File: src/rtl/edge_det_pkg.sv
// rtl/edge_det_pkg.sv - shared mode encoding, counter width and event gating for the edge detector
package edge_det_pkg;

  typedef enum logic [1:0] {
    EDGE_OFF  = 2'b00,
    EDGE_RISE = 2'b01,
    EDGE_FALL = 2'b10,
    EDGE_BOTH = 2'b11
  } edge_mode_e;

  localparam int EVT_CNT_W = 8;

  // True when a filtered edge is one the channel's mode wants recorded.
  function automatic logic mode_gate(input edge_mode_e mode, input logic rise, input logic fall);
    return (rise && mode[0]) || (fall && mode[1]);
  endfunction

endpackage

File: src/rtl/edge_det_ch.sv
// rtl/edge_det_ch.sv - one channel: sync chain, debounce filter, edge pulses, sticky flag
// EDGE_DET_MC_CNT_EN adds a saturating per-channel event counter.
module edge_det_ch
  import edge_det_pkg::*;
#(
  parameter int SYNC_STAGES = 2,
  parameter int FILT_W      = 4
) (
  input  logic              clk,
  input  logic              rst_n,
  input  logic              signal_i,
  input  logic [FILT_W-1:0] filt_len_i,
  input  edge_mode_e        mode_i,
  input  logic              clr_i,
  output logic              rising_edge_o,
  output logic              falling_edge_o,
  output logic              event_o
`ifdef EDGE_DET_MC_CNT_EN
  ,
  output logic [EVT_CNT_W-1:0] evt_cnt_o
`endif
);

  logic [SYNC_STAGES-1:0] sync_q;
  logic                   s;
  logic                   stable_q;
  logic [FILT_W-1:0]      cnt_q;
  logic                   accept;
  logic                   evt_set;

  if (SYNC_STAGES == 1) begin : g_sync_one
    always_ff @(posedge clk) begin
      if (!rst_n) sync_q <= '0;
      else        sync_q <= signal_i;
    end
  end else begin : g_sync_chain
    always_ff @(posedge clk) begin
      if (!rst_n) sync_q <= '0;
      else        sync_q <= {sync_q[SYNC_STAGES-2:0], signal_i};
    end
  end

  assign s = sync_q[SYNC_STAGES-1];

  // Counter is bounded by filt_len_i via >=, so lowering the length mid-count accepts at once.
  assign accept  = (s != stable_q) && (cnt_q >= filt_len_i);
  assign evt_set = mode_gate(mode_i, accept & s, accept & ~s);

  always_ff @(posedge clk) begin
    if (!rst_n) begin
      stable_q       <= 1'b0;
      cnt_q          <= '0;
      rising_edge_o  <= 1'b0;
      falling_edge_o <= 1'b0;
      event_o        <= 1'b0;
    end else begin
      rising_edge_o  <= accept & s;
      falling_edge_o <= accept & ~s;
      if (s == stable_q) begin
        cnt_q <= '0;
      end else if (accept) begin
        stable_q <= s;
        cnt_q    <= '0;
      end else begin
        cnt_q <= cnt_q + FILT_W'(1);
      end
      if (evt_set)    event_o <= 1'b1;
      else if (clr_i) event_o <= 1'b0;
    end
  end

`ifdef EDGE_DET_MC_CNT_EN
  always_ff @(posedge clk) begin
    if (!rst_n || clr_i) begin
      evt_cnt_o <= '0;
    end else if (evt_set && (evt_cnt_o != {EVT_CNT_W{1'b1}})) begin
      evt_cnt_o <= evt_cnt_o + EVT_CNT_W'(1);
    end
  end
`endif

endmodule

File: src/rtl/edge_detector_mc.sv
// rtl/edge_detector_mc.sv - multi-channel debounced edge detector with sticky flags and irq
// EDGE_DET_MC_CNT_EN adds evt_cnt_o, an 8-bit saturating event counter per channel.
module edge_detector_mc
  import edge_det_pkg::*;
#(
  parameter int N_CH        = 4,
  parameter int SYNC_STAGES = 2,
  parameter int FILT_W      = 4
) (
  input  logic                clk,
  input  logic                rst_n,
  input  logic [N_CH-1:0]     signal_i,
  input  logic [FILT_W-1:0]   filt_len_i,
  input  logic [2*N_CH-1:0]   mode_i,
  input  logic [N_CH-1:0]     clr_i,
  output logic [N_CH-1:0]     rising_edge_o,
  output logic [N_CH-1:0]     falling_edge_o,
  output logic [N_CH-1:0]     event_o,
  output logic                irq_o
`ifdef EDGE_DET_MC_CNT_EN
  ,
  output logic [EVT_CNT_W*N_CH-1:0] evt_cnt_o
`endif
);

  for (genvar i = 0; i < N_CH; i++) begin : g_ch
    edge_det_ch #(
      .SYNC_STAGES(SYNC_STAGES),
      .FILT_W     (FILT_W)
    ) u_ch (
      .clk           (clk),
      .rst_n         (rst_n),
      .signal_i      (signal_i[i]),
      .filt_len_i    (filt_len_i),
      .mode_i        (edge_mode_e'(mode_i[2*i +: 2])),
      .clr_i         (clr_i[i]),
      .rising_edge_o (rising_edge_o[i]),
      .falling_edge_o(falling_edge_o[i]),
      .event_o       (event_o[i])
`ifdef EDGE_DET_MC_CNT_EN
      ,
      .evt_cnt_o     (evt_cnt_o[EVT_CNT_W*i +: EVT_CNT_W])
`endif
    );
  end

  // Flags are already registered, so irq carries no extra latency.
  assign irq_o = |event_o;

endmodule

File: config.mk
export PLATFORM = sky130hd
export DESIGN_NAME = edge_detector_mc
export DESIGN_NICKNAME = d
export VERILOG_FILES = /design/src/rtl/edge_det_pkg.sv /design/src/rtl/edge_det_ch.sv /design/src/rtl/edge_detector_mc.sv
export SDC_FILE = /design/constraint.sdc
export NUM_CORES = 1
export LEC_CHECK = 0
export BUFFER_PORTS_ARGS = -buffer_cell sky130_fd_sc_hd__buf_4
export CORE_MARGIN = 2
export CORE_UTILIZATION = 50
export DETAILED_ROUTE_END_ITERATION = 8
export PLACE_DENSITY = 0.73
export SETUP_SLACK_MARGIN = 0.02
export SLEW_MARGIN = 20
export SYNTH_ARGS = -nofsm -noshare
export SYNTH_HDL_FRONTEND = slang
export SYNTH_SLANG_ARGS = --single-unit
export TNS_END_PERCENT = 100
File: constraint.sdc
create_clock -name clk -period 1.8 [get_ports clk]
set_input_delay 0.18 -clock clk [delete_from_list [all_inputs] [get_ports clk]]
set_output_delay 0.18 -clock clk [all_outputs]
set_load 0.01 [all_outputs]
==> flow_summary_export.csv, run 1 <==
group,metric,value,unit
timing,setup_tns,0,ns
cells_and_area,syn_to_final_growth,16.96,%
floorplanning,chipHeight,66.64,um
timing,fmaxAchievable,596.6,MHz
clock_tree,numCtsBuffers,5,
cells_and_area,n_fill_cell,323,
clock_tree,cts_num_sinks,40,
clock_tree,htreeDepth,2,
power,power,1.802,mW
cells_and_area,nNetsFinal,259,
global_routing,grt_max_degree,33,
placed_design,io_buffers,34,
timing,rsz0062_at_grt,"yes",
critical_path,critical_path.startpoint,"g_ch[3].u_ch.cnt_q[0]",
global_routing,grt_pass1_wl,5878,um
synth,ys_seq_elements,40,
cells_and_area,fin_cells,266,
synth,yosys.area.top_type,"dfxtp_1",
placed_design,dp.cells,258,
placed_design,placed_cell_area,2176,um2
routing,drc_errors,0,
floorplanning,num_io_pins,35,
cells_and_area,drive_gt1_share,25.69,%
synth,ys_types,21,
synth,synth_nets,233,
timing,setup_viol,0,
cells_and_area,final_core_util,61.75,%
timing,final.setup_skew,0.004552,ns
critical_path,rr_startpoint,"g_ch[3].u_ch.cnt_q[0]",
global_routing,grt_pass1_vias,1395,
flow_run,maxCapViolations,0,
timing,layout_min_cycle_time,1.676,ns
routing,drt_iter0_drc,41,
clock_tree,cts_tree,"built",
floorplanning,row_count,22,
power,p_per_area,785.1,nW/um2
power,ir_drop,593.8,uV
routing,routed_wl,3444,um
cells_and_area,multiInputGateArea,1021,um2
routing,vias,1346,
clock_tree,clkTransAtPathRegs,0.08,ns
power,power.leakage,1.019,nW
routing,ant_nets,0,
timing,hold_viol_final,0,
routing,vias_per_cell,5.060,
clock_tree,clockBufferDepth,2,
global_routing,antenna_found_initial,0,
cells_and_area,regArea,802.0,um2
routing,dr.pass1.iters,4,
synth,synth_area_leaders,"dfxtp_1, ha_1, a2111oi_4",
critical_path,crit_required,1.98,ns
critical_path,critPathArrivalTime,1.86,ns
floorplanning,die_width,66.64,um
timing,whs,0.09509,ns
cells_and_area,antennaDiodeCount,0,
global_routing,grt_overflow,0,
floorplanning,core,3716,um2
placed_design,globalplace.congestion,0.7760,
hold_path,hp-start,"signal_i[2]",
clock_tree,root_buffer,"clkbuf_8",
synth,yosysTopAreaCellShare,40.82,%
synth,syn-instance-count,191,
routing,wl_per_cell,12.95,um
synth,seq_area_frac_synth,40.82,%
floorplanning,die_area,4441,um2
global_routing,track_usage,17.67,%
cells_and_area,mostFrequentLayoutCells,"dfxtp_1, buf_4, nor2_1",
synth,synth_area,1962,um2
critical_path,timing.rr.end,"g_ch[3].u_ch.event_o",
critical_path,endpoint,"g_ch[3].u_ch.event_o",
critical_path,critical_path.startpoint_type,"register",
critical_path,worstSetupPathType,"reg -> reg",
critical_path,rrSetupSlack,0.12,ns
hold_path,worst_hold_path_type,"in -> reg",
timing,final.period_utilization,93.12,%
critical_path,cp-end-kind,"register",
timing,worst_slew_pin_slew,0.3472,ns
critical_path,worstPathMaxFanout,4,
synth,avgSynthCellArea,10.27,um2
synth,ys_warn_count,0,
placed_design,place_hpwl,2697,um
timing,slew_headroom,76.85,%
clock_tree,clk_latency,0.29,ns
timing,finalWorstSetupSlack,0.1238,ns
timing,slew_viol_final,0,
placed_design,post-place-ws,0.09169,ns
outcome,status,"completed",
critical_path,r2r_cells,6,
floorplanning,initial_core_util,52.79,%
cells_and_area,design_area,2295,um2
cells_and_area,final_common_cell,"dfxtp_1",
what timing repair did:
action / in CTS / in global routing
gates resized for setup: 0 / 2
hold buffers: 0 / 0
setup endpoints to repair: 0 / 10
buffers inserted: 0 / 0
hold endpoints to repair: 0 / 0
worst min-delay path by stage:
stage,endpoint,cells past startpoint
floorplan,g_ch[0].u_ch.sync_q[0],1
global placement,g_ch[0].u_ch.sync_q[0],2
detailed placement,g_ch[2].u_ch.sync_q[0],2
CTS,g_ch[2].u_ch.sync_q[0],2
global route,g_ch[0].u_ch.sync_q[0],2
finish,g_ch[2].u_ch.sync_q[0],2
cell usage after synthesis, drive strengths merged:
| library cell | n |
|---|---|
| a2111oi | 4 |
| a22oi | 4 |
| and2 | 8 |
| and3 | 8 |
| buf | 12 |
| clkbuf | 3 |
| dfxtp | 40 |
| ha | 20 |
| inv | 11 |
| mux2i | 4 |
| nand2 | 8 |
| nand2b | 4 |
| nand3 | 4 |
| nor2 | 24 |
| nor2b | 12 |
| nor3 | 4 |
| o21a | 8 |
| o221ai | 4 |
| or4 | 1 |
| xnor2 | 4 |
| xor2 | 4 |
layout make-up:
type,instances,area share [%]
multi-input cells,125,44.49
repair buffers,34,11.12
well taps,48,2.617
inverters,11,1.799
flip-flops and latches,40,34.95
clock inverters,3,2.017
clock buffers,5,2.999
routing by layer:
layer	routed length, um	track usage, %	vias to the layer above
met5	0	0	-
met4	36	5.357	0
met3	139	4.392	4
met2	1691	30.88	22
met1	1576	21.21	636
li1	-	-	684
where the power goes:
group	switching, mW	total [mW]	internal (mW)
clock network	0.320	0.738	0.417
registers	0.00765	0.905	0.897
logic	0.0718	0.159	0.0870
worst max-delay path: stages, from the launching register on:
cell,delay [ns]
dfxtp_1,0.38
inv_1,0.06
ha_1,0.26
nand2b_4,0.15
a2111oi_4,0.42
nor3_1,0.13
o21a_1,0.18
cell families after synthesis:
kind of cell / Yosys count / share of synthesized area (%)
mux: 4 / 2.041
simple gates: 73 / 20.28
fa+ha+maj: 20 / 12.76
xor+xnor: 8 / 3.571
compound gates: 20 / 13.27
flops: 40 / 40.82
buf+inv: 26 / 7.271
state kept, by name (all words and copies together), names as in the netlist:
signal and flops:
g_ch.u_ch.falling_edge_o 4, g_ch.u_ch.stable_q 4, g_ch.u_ch.cnt_q 16, g_ch.u_ch.rising_edge_o 4
g_ch.u_ch.sync_q 8, g_ch.u_ch.event_o 4
(Power assumes the default switching activity.)
==> run 2, diff against run 1 <==
--- a/config.mk
+++ b/config.mk
@@ -5,13 +5,14 @@
 export SDC_FILE = /design/constraint.sdc
 export NUM_CORES = 1
 export LEC_CHECK = 0
+export ABC_AREA = 1
 export BUFFER_PORTS_ARGS = -buffer_cell sky130_fd_sc_hd__buf_4
 export CORE_MARGIN = 2
 export CORE_UTILIZATION = 50
 export DETAILED_ROUTE_END_ITERATION = 8
 export PLACE_DENSITY = 0.73
 export SETUP_SLACK_MARGIN = 0.02
-export SLEW_MARGIN = 20
+export SLEW_MARGIN = 0
 export SYNTH_ARGS = -nofsm -noshare
 export SYNTH_HDL_FRONTEND = slang
 export SYNTH_SLANG_ARGS = --single-unit
==> constraint.sdc (replaced) <==
create_clock -name clk -period 1.6 [get_ports clk]
set_input_delay 0.16 -clock clk [delete_from_list [all_inputs] [get_ports clk]]
set_output_delay 0.16 -clock clk [all_outputs]
set_load 0.01 [all_outputs]
==> run 2 against run 1 <==
Cell count rose by 23%. Register-to-register slack improved by 0.09 ns. Sequential share of layout area is essentially flat. Hold slack worse by 0.049 ns. Count of clock-buffer cells in the layout grew 2. Synthesized area increased by 1.2%. Sequential cell count did not move. Non-clock buffer count stayed put. Combinational power increased by 4%.
==> flow_summary_export.csv, run 2 <==
group,metric,value,unit
placed_design,place_hpwl,2665,um
cells_and_area,fin_cells,328,
routing,ant_nets,0,
power,p_per_area,824.6,nW/um2
synth,yosysMostFrequentCell,"nand2_1",
placed_design,post-place-ws,0.1635,ns
timing,layout_min_cycle_time,1.462,ns
global_routing,grt_pass1_vias,1398,
floorplanning,row_count,22,
synth,ys_types,20,
timing,final.setup_skew,0.002150,ns
power,ir_drop,672.2,uV
timing,fmaxAchievable,683.9,MHz
critical_path,cp_top_family,"simple AND/OR/NAND/NOR gates",
clock_tree,cts_tree,"built",
global_routing,antenna_found_initial,0,
synth,ys_seq_elements,40,
routing,routed_wl,3414,um
floorplanning,core,3744,um2
synth,synth_area_leaders,"dfxtp_1, ha_1, nand2_1",
timing,hold_viol_final,0,
clock_tree,post_cts_buffers,0,
power,power.leakage,1.224,nW
routing,drc_errors,0,
global_routing,grt_overflow,0,
clock_tree,cts_num_sinks,40,
outcome,status,"completed",
synth,syn-instance-count,252,
cells_and_area,n_fill_cell,361,
critical_path,crit_required,1.44,ns
cells_and_area,nNetsFinal,321,
cells_and_area,antennaDiodeCount,0,
routing,dr.pass1.iters,4,
floorplanning,initial_core_util,53.04,%
global_routing,grt_max_degree,21,
synth,avgSynthCellArea,7.880,um2
synth,synth_area,1986,um2
global_routing,track_usage,17.33,%
clock_tree,root_buffer,"clkbuf_8",
timing,final.period_utilization,91.39,%
synth,synth_edf_count,0,
timing,finalWorstSetupSlack,0.1378,ns
critical_path,path_depth,2,
cells_and_area,largest_reg_flops,16,
synth,yosysTopAreaCellShare,40.33,%
critical_path,critical_path.startpoint_type,"register",
power,power,1.887,mW
routing,wl_per_cell,10.41,um
cells_and_area,multiInputGateArea,890.9,um2
timing,rsz0062_at_grt,"no",
timing,setup_tns,0,ns
timing,slew_headroom,77.87,%
cells_and_area,final_core_util,61.13,%
synth,ys.flop_type,"dfxtp_1",
critical_path,critPathArrivalTime,1.30,ns
timing,slew_viol_final,0,
critical_path,cp-end-kind,"output pin",
global_routing,grt_pass1_wl,5802,um
critical_path,crit_buf_inv,1,
floorplanning,chipHeight,67.02,um
cells_and_area,final_common_cell,"nand2_1",
critical_path,slowest_delay,0.52,ns
cells_and_area,reg_top3,"g_ch.u_ch.cnt_q x16, g_ch.u_ch.sync_q x8",
routing,vias,1522,
placed_design,io_buffers,34,
critical_path,worstPathCellList,"or4_1 -> buf_4",
clock_tree,numCtsBuffers,5,
routing,drt_iter0_drc,86,
synth,ys_warn_count,0,
hold_path,whs_path_depth,3,
timing,worst_slew_pin_slew,0.3316,ns
clock_tree,clk_latency,0.29,ns
synth,yosys.area.top_type,"dfxtp_1",
clock_tree,cts_resized,0,
cells_and_area,regMostFlops,"g_ch.u_ch.cnt_q",
hold_path,worst_hold_path_type,"in -> reg",
floorplanning,die_width,67.02,um
clock_tree,htreeDepth,2,
floorplanning,num_io_pins,35,
critical_path,r2r_cells,6,
timing,setup_viol,0,
routing,vias_per_cell,4.640,
clock_tree,clockBufferDepth,2,
critical_path,worstPathMaxFanout,3,
synth,synthArstFlopShare,0,%
cells_and_area,drive_gt1_share,22.50,%
synth,synth_nets,294,
placed_design,dp.cells,320,
floorplanning,die_area,4492,um2
critical_path,worst_path_max_delay_cell,"or4_1",
clock_tree,clkTransAtPathRegs,0.08,ns
clock_tree,hold_buffers,0,
placed_design,globalplace.congestion,0.7973,
cells_and_area,regArea,800.8,um2
flow_run,maxCapViolations,0,
synth,seq_area_frac_synth,40.33,%
cells_and_area,mostFrequentLayoutCells,"nand2_1, inv_1, dfxtp_1",
critical_path,worstSetupPathType,"reg -> out",
cells_and_area,syn_to_final_growth,15.25,%
synth,yosys-top-cells-count,"nand2_1, inv_1, dfxtp_1, nor2_1, ha_1",
[run 2: cell types whose count changed after synthesis, sizes merged, moves of 8 or more]
cell / change
nor2b: -12
inv: +36
and3: -8
nand3: +20
nand2: +45
o21a: -8
and2: -8
a21oi: +8
[run 2: cells by family (layout without fill, tap and decap cells)]
family / Yosys count / after routing / share of synthesized area [%]
AOI/OAI and AO/OA: 8 / 8 / 2.016
and+or+nand+nor: 112 / 112 / 26.72
DFF: 40 / 40 / 40.33
buffers and inverters: 64 / 92 / 14.81
adders and majority gates: 20 / 20 / 12.60
xor gates and xnor gates: 8 / 8 / 3.528
[run 2: layout make-up]
class	instances	area share (%)
Multi-Input combinational cell	148	38.93
Sequential cell	40	34.99
Timing Repair Buffer	34	11.15
Inverter	50	8.201
Clock buffer	7	3.773
Tap cell	48	2.624
Clock inverter	1	0.3280
[run 2: worst paths after layout]
| kind | startpoint | end | slack (ns) |
|---|---|---|---|
| worst max-delay path | g_ch[0].u_ch.event_o | irq_o | 0.14 |
| worst min-delay path | signal_i[1] | g_ch[1].u_ch.sync_q[0] | 0.05 |
| worst max register to register | g_ch[3].u_ch.cnt_q[3] | g_ch[3].u_ch.cnt_q[3] | 0.21 |
| worst min register to register | g_ch[2].u_ch.sync_q[0] | g_ch[2].u_ch.sync_q[1] | 0.41 |
[run 2: routing by layer]
layer | vias up | global-route usage (%) | part of all wire [%]
met5 | - | 0 | 0
met4 | 0 | 7.908 | 1.2
met3 | 4 | 4.899 | 4.9
met2 | 33 | 29.95 | 49
met1 | 671 | 19.52 | 45
li1 | 814 | - | -
[run 2: power by group]
group	switching (mW)	internal, mW	leakage, nW
sequential	0.0101	1.01	0.324
combinational	0.0882	0.0779	0.855
clock	0.349	0.350	0.0445
total	0.447	1.44	1.22
[run 2: per-stage QoR]
| stage | area [um2] | hold slack (ns) |
|---|---|---|
| 2_1_floorplan | 1986 | 0.2576 |
| 3_3_place_gp | 2195 | 0.3424 |
| 3_5_place_dp | 2195 | 0.3470 |
| 4_1_cts | 2288 | 0.03848 |
| 5_1_grt | 2288 | 0.03131 |
| 6_report | 2288 | 0.04618 |
[run 2: worst min-delay path: cells and delay by family]
family / cells / cell delay, ns
buffers and inverters: 2 / 0.11
AND/OR/NAND/NOR: 1 / 0.04
